<file path="config.mk">
export PLATFORM = sky130hd
export DESIGN_NAME = adc_scan_arbiter
export DESIGN_NICKNAME = d
export VERILOG_FILES = /design/src/rtl/adc_sched_pkg.sv /design/src/rtl/half_period_tick.sv /design/src/rtl/adc_scan_arbiter.sv
export SDC_FILE = /design/constraint.sdc
export NUM_CORES = 1
export LEC_CHECK = 0
export ABC_AREA = 1
export CORE_MARGIN = 1
export CORE_UTILIZATION = 52
export CTS_CLUSTER_DIAMETER = 30
export DETAILED_ROUTE_END_ITERATION = 6
export GPL_TIMING_DRIVEN = 0
export PLACE_DENSITY = 0.85
export SLEW_MARGIN = 20
export SYNTH_ARGS = -nofsm -noshare
export SYNTH_HDL_FRONTEND = slang
export SYNTH_SLANG_ARGS = --single-unit
</file>
<file path="constraint.sdc">
create_clock -name clk -period 2.4 [get_ports clk]
set_input_delay 0.24 -clock clk [delete_from_list [all_inputs] [get_ports clk]]
set_output_delay 0.24 -clock clk [all_outputs]
set_load 0.03 [all_outputs]
</file>
<file path="src/rtl/adc_sched_pkg.sv">
// Shared types and frame constants for the ADC scan arbiter.
// Also holds the MCP3008-style command bit lookup used during the SHIFT phase.
package adc_sched_pkg;

   typedef enum logic [2:0] {
      ST_IDLE     = 3'd0,
      ST_ARB      = 3'd1,
      ST_CS_SETUP = 3'd2,
      ST_SHIFT    = 3'd3,
      ST_DONE     = 3'd4,
      ST_GAP      = 3'd5
   } adc_state_e;

   localparam int   ADC_FRAME_PERIODS = 17;
   localparam int   FIRST_DATA_PERIOD = 8;
   localparam logic START_BIT         = 1'b1;

   // Command bit for a zero-based SCLK period index: start, mode, then channel MSB first.
   function automatic logic din_for_period(input logic [4:0] bit_idx,
                                           input logic       sgl,
                                           input logic [2:0] ch);
      logic bit_s;
      case (bit_idx)
         5'd0:    bit_s = START_BIT;
         5'd1:    bit_s = sgl;
         5'd2:    bit_s = ch[2];
         5'd3:    bit_s = ch[1];
         5'd4:    bit_s = ch[0];
         default: bit_s = 1'b0;
      endcase
      return bit_s;
   endfunction

endpackage

</file>
<file path="src/rtl/half_period_tick.sv">
// Counts CLK_DIV clk cycles while enabled; tick marks the last cycle of each
// SCLK half-period. Counter is held at zero whenever disabled.
module half_period_tick #(
   parameter int CLK_DIV = 27
) (
   input  logic clk,
   input  logic rst_n,
   input  logic en,
   output logic tick
);

   localparam int CW = (CLK_DIV > 1) ? $clog2(CLK_DIV) : 1;

   logic [CW-1:0] cnt_r;

   assign tick = en && (cnt_r == CW'(CLK_DIV - 1));

   // Half-period counter, restarting at every tick and whenever disabled
   always_ff @(posedge clk or negedge rst_n) begin
      if (!rst_n) begin
         cnt_r <= '0;
      end else if (!en || tick) begin
         cnt_r <= '0;
      end else begin
         cnt_r <= cnt_r + CW'(1);
      end
   end

endmodule

</file>
<file path="src/rtl/adc_scan_arbiter.sv">
// Round-robin arbiter sharing one SPI ADC between four requesters; each grant runs
// one 17-period conversion frame and returns a 10-bit result tagged with the requester id.
module adc_scan_arbiter
   import adc_sched_pkg::*;
#(
   parameter int CLK_DIV = 27,
   parameter int N_REQ   = 4
) (
   input  logic                 clk,
   input  logic                 rst_n,
   input  logic [N_REQ-1:0]     req,
   input  logic [3*N_REQ-1:0]   req_ch,
   input  logic [N_REQ-1:0]     req_sgl,
   output logic [N_REQ-1:0]     grant,
   output logic                 busy,
   output logic                 rd_valid,
   output logic [1:0]           rd_id,
   output logic [9:0]           rd_data,
   output logic                 adc_cs_n,
   output logic                 adc_sclk,
   output logic                 adc_din,
   input  logic                 adc_dout
);

   adc_state_e  state_r;
   logic [1:0]  rr_ptr_r;
   logic [2:0]  ch_r;
   logic        sgl_r;
   logic [4:0]  bit_cnt_r;
   logic        gap_half_r;
   logic        tick_en_s;
   logic        tick_s;
   logic [1:0]  win_s;

   // First requesting index at or after ptr; lowest offset is written last so it wins
   function automatic logic [1:0] rr_pick(input logic [N_REQ-1:0] r, input logic [1:0] ptr);
      logic [1:0] idx;
      logic [1:0] pick;
      pick = ptr;
      for (int i = N_REQ - 1; i >= 0; i--) begin
         idx = ptr + 2'(i);
         if (r[idx]) begin
            pick = idx;
         end
      end
      return pick;
   endfunction

   assign win_s     = rr_pick(req, rr_ptr_r);
   assign tick_en_s = (state_r == ST_CS_SETUP) || (state_r == ST_SHIFT) || (state_r == ST_GAP);

   half_period_tick #(.CLK_DIV(CLK_DIV)) u_tick (
      .clk   (clk),
      .rst_n (rst_n),
      .en    (tick_en_s),
      .tick  (tick_s)
   );

   // Transaction FSM with all ADC and handshake outputs registered
   always_ff @(posedge clk or negedge rst_n) begin
      if (!rst_n) begin
         state_r    <= ST_IDLE;
         rr_ptr_r   <= 2'd0;
         ch_r       <= 3'd0;
         sgl_r      <= 1'b0;
         bit_cnt_r  <= 5'd0;
         gap_half_r <= 1'b0;
         grant      <= '0;
         busy       <= 1'b0;
         rd_valid   <= 1'b0;
         rd_id      <= 2'd0;
         rd_data    <= 10'd0;
         adc_cs_n   <= 1'b1;
         adc_sclk   <= 1'b0;
         adc_din    <= 1'b0;
      end else begin
         grant    <= '0;
         rd_valid <= 1'b0;
         case (state_r)
            ST_IDLE: begin
               adc_cs_n <= 1'b1;
               adc_sclk <= 1'b0;
               adc_din  <= 1'b0;
               if (|req) begin
                  grant    <= N_REQ'(1) << win_s;
                  rd_id    <= win_s;
                  ch_r     <= req_ch[3*win_s +: 3];
                  sgl_r    <= req_sgl[win_s];
                  rr_ptr_r <= win_s + 2'd1;
                  busy     <= 1'b1;
                  state_r  <= ST_ARB;
               end else begin
                  state_r  <= ST_IDLE;
               end
            end
            ST_ARB: begin
               adc_cs_n <= 1'b0;
               state_r  <= ST_CS_SETUP;
            end
            ST_CS_SETUP: begin
               if (tick_s) begin
                  bit_cnt_r <= 5'd0;
                  adc_din   <= din_for_period(5'd0, sgl_r, ch_r);
                  state_r   <= ST_SHIFT;
               end else begin
                  state_r   <= ST_CS_SETUP;
               end
            end
            ST_SHIFT: begin
               if (tick_s && !adc_sclk) begin
                  adc_sclk <= 1'b1;
               end else if (tick_s) begin
                  // End of a high half: the ADC has had the whole half to settle dout
                  if (bit_cnt_r >= 5'(FIRST_DATA_PERIOD - 1)) begin
                     rd_data <= {rd_data[8:0], adc_dout};
                  end
                  adc_sclk <= 1'b0;
                  if (bit_cnt_r == 5'(ADC_FRAME_PERIODS - 1)) begin
                     adc_cs_n <= 1'b1;
                     adc_din  <= 1'b0;
                     rd_valid <= 1'b1;
                     state_r  <= ST_DONE;
                  end else begin
                     bit_cnt_r <= bit_cnt_r + 5'd1;
                     adc_din   <= din_for_period(bit_cnt_r + 5'd1, sgl_r, ch_r);
                  end
               end else begin
                  state_r <= ST_SHIFT;
               end
            end
            ST_DONE: begin
               gap_half_r <= 1'b0;
               state_r    <= ST_GAP;
            end
            ST_GAP: begin
               if (tick_s && gap_half_r) begin
                  busy    <= 1'b0;
                  state_r <= ST_IDLE;
               end else if (tick_s) begin
                  gap_half_r <= 1'b1;
               end else begin
                  state_r <= ST_GAP;
               end
            end
            default: begin
               adc_cs_n <= 1'b1;
               adc_sclk <= 1'b0;
               adc_din  <= 1'b0;
               busy     <= 1'b0;
               state_r  <= ST_IDLE;
            end
         endcase
      end
   end

endmodule

</file>
# [Word level (Yosys, flattened, before mapping)]
# Index checks and enable logic that the tools add are counted.
[totals] out_inout_bits=21 register_bits=41 elab_cells=136
[op_classes] addsub=6 reduce_logical=26 muxes=52 n_lt_le_gt_ge=6 multipliers=1 shift=2 n_bitwise=5 n_eq_ne=23
[op_table] operator="2-to-1 mux 5 bit" n=5
[op_table] operator="2-to-1 mux 1 bit" n=23
[op_table] operator="one-hot mux 3 bit (6 select lines)" n=1
[op_table] operator="< comparator 2 x 3 -> 1 bit, second input constant" n=5
[op_table] operator="2-to-1 mux 3 bit" n=5
[op_table] operator="inequality test 2 bit, second input constant" n=7
[op_table] operator="AND reduction 4 bit" n=3
[op_table] operator="OR reduction 4 bit" n=3
[op_table] operator="indexed part select 12 x 5 -> 3 bit" n=1
[op_table] operator="adder 5 x 1 -> 5 bit, second input constant" n=2
[op_table] operator="binary-select mux 1 bit (select 2 bit)" n=5
[op_table] operator="== test 5 x 2 -> 1 bit, second input constant" n=2
[op_table] operator="== test 5 bit, second input constant" n=2
[op_table] operator="one-hot mux 5 bit (2 select lines)" n=1
[op_table] operator="inequality test 3 x 2 -> 1 bit, second input constant" n=3
[op_table] operator="one-hot mux 1 bit (3 select lines)" n=3
[op_table] operator="AND reduction 3 bit" n=3
[op_table] operator="2-to-1 mux 2 bit" n=4
[op_table] operator="2-to-1 mux 4 bit" n=2
[op_table] operator="== test 3 x 2 -> 1 bit, second input constant" n=2
[op_table] operator="== test 3 bit, second input constant" n=2
[op_table] operator="OR reduction 3 bit" n=2
[op_table] operator="== test 5 x 1 -> 1 bit, second input constant" n=1
[op_table] operator="== test 5 x 3 -> 1 bit, second input constant" n=1
[op_table] operator="other kinds (18)" n=33

# [Logic depth before layout (Yosys ltp)]
[logic_depth] depth_word=10 depth_mapped=16 mapped_depth_nobuf=14

# [Cells and area by module]
# From an unflattened synthesis, not the netlist that was laid out.
[unflattened] hier_cells=310 area_unflattened_um2=2394.8
[modules_own_cells] mod="adc_scan_arbiter" instances=1 area_each_um2=2134.5 cells_each=279 seq_area_each_um2=902.1
[modules_own_cells] mod="half_period_tick" instances=1 area_each_um2=260.2 cells_each=31 seq_area_each_um2=125.1

# [Worst setup path after synthesis]
# OpenSTA, ideal clock, no wires.
[synth_timing] path_type="reg-to-reg" start="register rr_ptr_r[0]" end="register rr_ptr_r[1]" stages_incl_launch_ff=16 path_buffers=2 t_arrival_ns=1.660 setup_slack_ns=0.608 period_less_slack_ns=1.792 cell_sequence="dfrtp_1 > buf_6 > inv_8 > nand2_1 > nand2_1 > nand2_1 > nand2_1 > nand2_2 > nand2_4 > nand2_2 > nand2_4 > nand2_4 > buf_8 > ha_1 > nand2_1 > o21ai_0"
[synth_between] elab_chain_cells=8
[synth_rtl] item="start, declared" line_no="adc_scan_arbiter.sv:26" rtl="logic [1:0] rr_ptr_r;"
[synth_rtl] item="start signal, assigned" line_no="adc_scan_arbiter.sv:89" rtl="rr_ptr_r <= win_s + 2'd1;"
[synth_rtl] item="adder 2 bit" line_no="adc_scan_arbiter.sv:41" rtl="idx = ptr + 2'(i);"
[synth_rtl] item="binary-select mux 1 bit (select 2 bit)" line_no="adc_scan_arbiter.sv:42" rtl="if (r[idx]) begin"
[synth_rtl] item="2-to-1 mux 1 bit (implied by the code)" line_no="adc_scan_arbiter.sv:42"
[synth_rtl] item="2-to-1 mux 2 bit (3 in a row)" line_no="adc_scan_arbiter.sv:42"
[synth_rtl] item="2-to-1 mux 2 bit *" line_no="adc_scan_arbiter.sv:42"
[synth_rtl] item="named net win_s[0]" line_no="adc_scan_arbiter.sv:33" rtl="logic [1:0] win_s;"
[synth_rtl] item="adder 2 x 1 -> 2 bit *" line_no="adc_scan_arbiter.sv:89"
# Mark *: on every way through the listed nets, which the timed path passes. The rest lies on a longest branch. The select of a mux whose other input is x is not followed.
# A chain may end at the register's enable or synchronous reset.

# [Final worst setup path]
# Ends and elaborated chain as after synthesis.

==> impl_metrics.xml <==
<?xml version="1.0" encoding="UTF-8"?>
<metrics>
  <group name="run_status">
    <metric name="run_status" unit="">finished, final reports clean</metric>
  </group>
  <group name="critical_path">
    <metric name="cp.required" unit="ns">2.56</metric>
    <metric name="cpMostUsedCell" unit="">nand2_1</metric>
    <metric name="crit_path_max_fo" unit="">10</metric>
    <metric name="regToRegStartpoint" unit="">rr_ptr_r[0]</metric>
    <metric name="ff2ff_path_depth" unit="">15</metric>
    <metric name="critical_path.n_buffers_inverters" unit="">4</metric>
    <metric name="cp_slowest_stage_delay" unit="ns">0.38</metric>
    <metric name="worstPathCellList" unit="">buf_6, inv_8, nand2_1, nand2_1, nand2_1, nand2_1, inv_2, nand3_1, nand2_1, nand2_1, nand2_2, inv_1, ha_1, nand2_1, o21ai_0</metric>
    <metric name="cp_top_family" unit="">simple AND/OR/NAND/NOR gates</metric>
    <metric name="rrSetupSlack" unit="ns">0.39</metric>
    <metric name="critical_path_depth" unit="">15</metric>
    <metric name="cpMaxStageDelayCell" unit="">dfrtp_1</metric>
    <metric name="timing.setup.critical_path_class" unit="">flop to flop</metric>
    <metric name="crit_arrival" unit="ns">2.18</metric>
    <metric name="worst_r2r_endpoint" unit="">rr_ptr_r[1]</metric>
    <metric name="cp-start-kind" unit="">flop</metric>
    <metric name="worstSetupStartpoint" unit="">rr_ptr_r[0]</metric>
    <metric name="endpoint_kind" unit="">flop</metric>
    <metric name="worst_setup_path_endpoint" unit="">rr_ptr_r[1]</metric>
  </group>
  <group name="global_route">
    <metric name="grt_start_max_net_pins" unit="">27</metric>
    <metric name="grt-ovfl-total" unit="">0</metric>
    <metric name="grtUsageTotal" unit="%">22.1</metric>
    <metric name="grt_first_pass_wirelength" unit="um">8560</metric>
    <metric name="first_global_vias" unit="">1920</metric>
    <metric name="grt_antenna_before_repair" unit="">0</metric>
  </group>
  <group name="drt">
    <metric name="wl_met3" unit="um">255</metric>
    <metric name="via_count" unit="">2043</metric>
    <metric name="drt_pre_antenna_iters" unit="">5</metric>
    <metric name="post-route-drc-count" unit="">0</metric>
    <metric name="met2RoutedLength" unit="um">2540</metric>
    <metric name="ant_nets" unit="">0</metric>
    <metric name="routed_wirelength" unit="um">5040</metric>
    <metric name="highest-signal-layer" unit="">met4</metric>
    <metric name="wirelength_met1" unit="um">2180</metric>
    <metric name="dr_vias_cell" unit="">5.33</metric>
    <metric name="drt_first_iter_violations" unit="">193</metric>
    <metric name="drt-wirelength-per-cell" unit="um">13.1</metric>
  </group>
  <group name="placed_design">
    <metric name="globalplace.congestion" unit="">0.922</metric>
    <metric name="port_buffers" unit="">43</metric>
    <metric name="hpwlAfterDp" unit="um">3780</metric>
    <metric name="dp.cells" unit="">374</metric>
  </group>
  <group name="clock_network">
    <metric name="cts_sinks" unit="">41</metric>
    <metric name="cts_setup_buffers" unit="">0</metric>
    <metric name="max-clock-path-buffers" unit="">2</metric>
    <metric name="clk_transition_reported_paths" unit="ns">0.08</metric>
    <metric name="tritoncts.num_buffers" unit="">5</metric>
    <metric name="worstSkewPairLatency" unit="ns">0.29</metric>
    <metric name="cts-root-buf" unit="">clkbuf_8</metric>
    <metric name="cts_tree" unit="">yes</metric>
    <metric name="cts-htree-levels" unit="">2</metric>
  </group>
  <group name="synthesis">
    <metric name="largest_area_contributor_in_the_synthesized_netlist" unit="">dfrtp_1</metric>
    <metric name="yosysSeqAreaShare" unit="%">43.0</metric>
    <metric name="synth.area.top_cells" unit="">dfrtp_1, nand2_1, nand3_1</metric>
    <metric name="synthFlopType" unit="">dfrtp_1</metric>
    <metric name="yosysUniqueCellTypes" unit="">39</metric>
    <metric name="synth_edf_count" unit="">0</metric>
    <metric name="synth-async-reset-ratio" unit="%">100</metric>
    <metric name="synth_fp_nets" unit="">312</metric>
    <metric name="ys_ff_latch" unit="">41</metric>
    <metric name="yosysWarnings" unit="">0</metric>
    <metric name="syn-mean-instance-area" unit="sq um">8.59</metric>
    <metric name="syn-instance-count" unit="">278</metric>
    <metric name="post_synth_instance_area" unit="sq um">2390</metric>
    <metric name="netlist.area_leader.share" unit="%">41.9</metric>
  </group>
  <group name="floorplanning">
    <metric name="die_height" unit="um">69.8</metric>
    <metric name="fp.dieArea" unit="sq um">4870</metric>
    <metric name="die_w" unit="um">69.8</metric>
    <metric name="core_area" unit="sq um">4380</metric>
    <metric name="floorplan.rows" unit="">24</metric>
    <metric name="floorplan.initialDensity" unit="%">54.5</metric>
    <metric name="boundaryPins" unit="">44</metric>
  </group>
  <group name="sta">
    <metric name="period_needed" unit="ns">2.01</metric>
    <metric name="post-route-period-util" unit="%">83.9</metric>
    <metric name="slew_headroom" unit="%">69.9</metric>
    <metric name="finalMaxSlewViolations" unit="">0</metric>
    <metric name="setup_tns" unit="ns">0</metric>
    <metric name="fmaxAchievable" unit="GHz">0.497</metric>
    <metric name="rsz0062_at_grt" unit="">false</metric>
    <metric name="hold_viol" unit="">0</metric>
    <metric name="setup_viol" unit="">0</metric>
    <metric name="clock-skew-final" unit="ns">0.00715</metric>
    <metric name="worst_slew_pin_slew" unit="ns">0.452</metric>
  </group>
  <group name="final_layout">
    <metric name="sequential_cell_area" unit="sq um">1030</metric>
    <metric name="fin_nets" unit="">364</metric>
    <metric name="final_cells" unit="">383</metric>
    <metric name="layout-area-overhead-vs-synth" unit="%">27.7</metric>
    <metric name="area_of_the_multi_input_gates" unit="sq um">1180</metric>
    <metric name="number_of_diodes" unit="">0</metric>
    <metric name="drive_above_1_share" unit="%">16.3</metric>
    <metric name="nFillCells" unit="">343</metric>
  </group>
  <group name="min_path">
    <metric name="hold_path_class" unit="">input pin to async pin</metric>
  </group>
  <group name="run">
    <metric name="max_cap_violations" unit="">0</metric>
  </group>
  <group name="power_and_ir_drop">
    <metric name="p_leak" unit="nW">1.48</metric>
    <metric name="worst_ir_drop_vdd" unit="uV">307</metric>
    <metric name="powerDensity" unit="nW/um^2">502</metric>
  </group>
</metrics>
-- stage by stage --
stage / util (%) / worst slack [ns] / power, mW / area [sq um] / hold slack [ns]
global route: 69.5 / 0.231 / 1.60 / 3050 / 0.429
global placement: 65.8 / 0.159 / 0.883 / 2880 / 0.460
detailed placement: 66.3 / 0.208 / 0.892 / 2910 / 0.190
floorplan: - / 0.608 / 0.814 / 2390 / -0.0556
CTS: 69.5 / 0.384 / 1.54 / 3050 / 0.411
finish: 69.5 / 0.387 / 1.53 / 3050 / 0.411
-- Yosys cell counts, types with 2 or more instances --
cell type,count
o21ai_0,4
nor2_1,22
nand2_1,62
a21oi_1,3
inv_1,25
mux2_4,10
a31oi_1,2
ha_1,11
nor2_2,3
nor3_1,3
nor4_1,2
nand2_4,3
nand2_2,7
inv_2,10
nand3_1,36
nand3_4,2
xor2_1,3
o21ai_1,10
dfrtp_1,40
-- worst min path at each step --
stage                from       to  depth (start not counted)
floorplan           rst_n  adc_din                          0
global route        rst_n     busy                          2
CTS                 rst_n     busy                          2
detailed placement  rst_n     busy                          1
finish              rst_n     busy                          2
global placement     busy     busy                          2
-- power by group --
| part | total (mW) | switching, mW | internal [mW] |
|---|---|---|---|
| Clock | 0.651 | 0.238 | 0.413 |
| Sequential | 0.702 | 0.00486 | 0.697 |
| Combinational | 0.179 | 0.0970 | 0.0819 |
| Total | 1.53 | 0.340 | 1.19 |
-- worst reg2reg max path, cell delays in order (launching register included) --
cell and delay [ns]:
dfrtp_1 0.38, buf_6 0.15, inv_8 0.08, nand2_1 0.05, nand2_1 0.10, nand2_1 0.09
nand2_1 0.09, inv_2 0.05, nand3_1 0.06, nand2_1 0.05, nand2_1 0.07, nand2_2 0.13
inv_1 0.20, ha_1 0.26, nand2_1 0.06, o21ai_0 0.08
-- sequential cells by signal, summed over array words and instances, names as in the netlist, 2 cells and up --
name	cells
rd_data	10
u_tick.cnt_r	5
bit_cnt_r	5
ch_r	3
grant	4
rr_ptr_r	2
state_r	3
rd_id	2
-- what timing repair did --
item / 4_1_cts / 5_1_grt
endpoints found under the setup margin: 0 / 0
endpoints found under the hold margin: 15 / 0
gates resized for setup: 0 / 0
hold buffers: 1 / 0
-- kinds of logic after synthesis --
family,count (synthesis),share of synthesized area [%]
AND/OR/NAND/NOR,146,29.8
buffers and inverters,41,7.60
flip-flops,41,43.0
AO/OA/AOI/OAI,25,6.03
adder cells (fa/ha/maj),11,5.77
multiplexers,10,6.29
XOR/XNOR,4,1.47
-- layout by cell type (no fill, tap or decap), types with 3 or more instances in the layout --
cell / n
o21ai_0: 4
inv_1: 25
o21ai_1: 10
nor3_1: 3
nand3_1: 36
a21oi_1: 3
clkdlybuf4s50_1: 42
ha_1: 11
dfrtp_1: 40
nand2_1: 62
inv_2: 10
nand2_2: 7
mux2_4: 10
nand2_4: 3
clkbuf_8: 5
xor2_1: 3
nor2_1: 22
nor2_2: 3
-- area by class of cell --
type / count / area share [%]
Clock inverter: 3 / 2.13
Timing Repair Buffer: 45 / 15.2
Sequential cell: 41 / 33.7
Tap cell: 52 / 2.13
Inverter: 37 / 4.80
Clock buffer: 5 / 2.26
Buffer: 4 / 1.15
Multi-Input combinational cell: 196 / 38.7
-- per-layer routing --
| layer | global-route usage (%) | vias to the layer above |
|---|---|---|
| met5 | 0 | - |
| met4 | 6.00 | 0 |
| li1 | - | 1003 |
| met3 | 5.67 | 8 |
| met2 | 37.6 | 71 |
| met1 | 28.1 | 961 |
No activity file was read; power rests on OpenSTA's default activity.
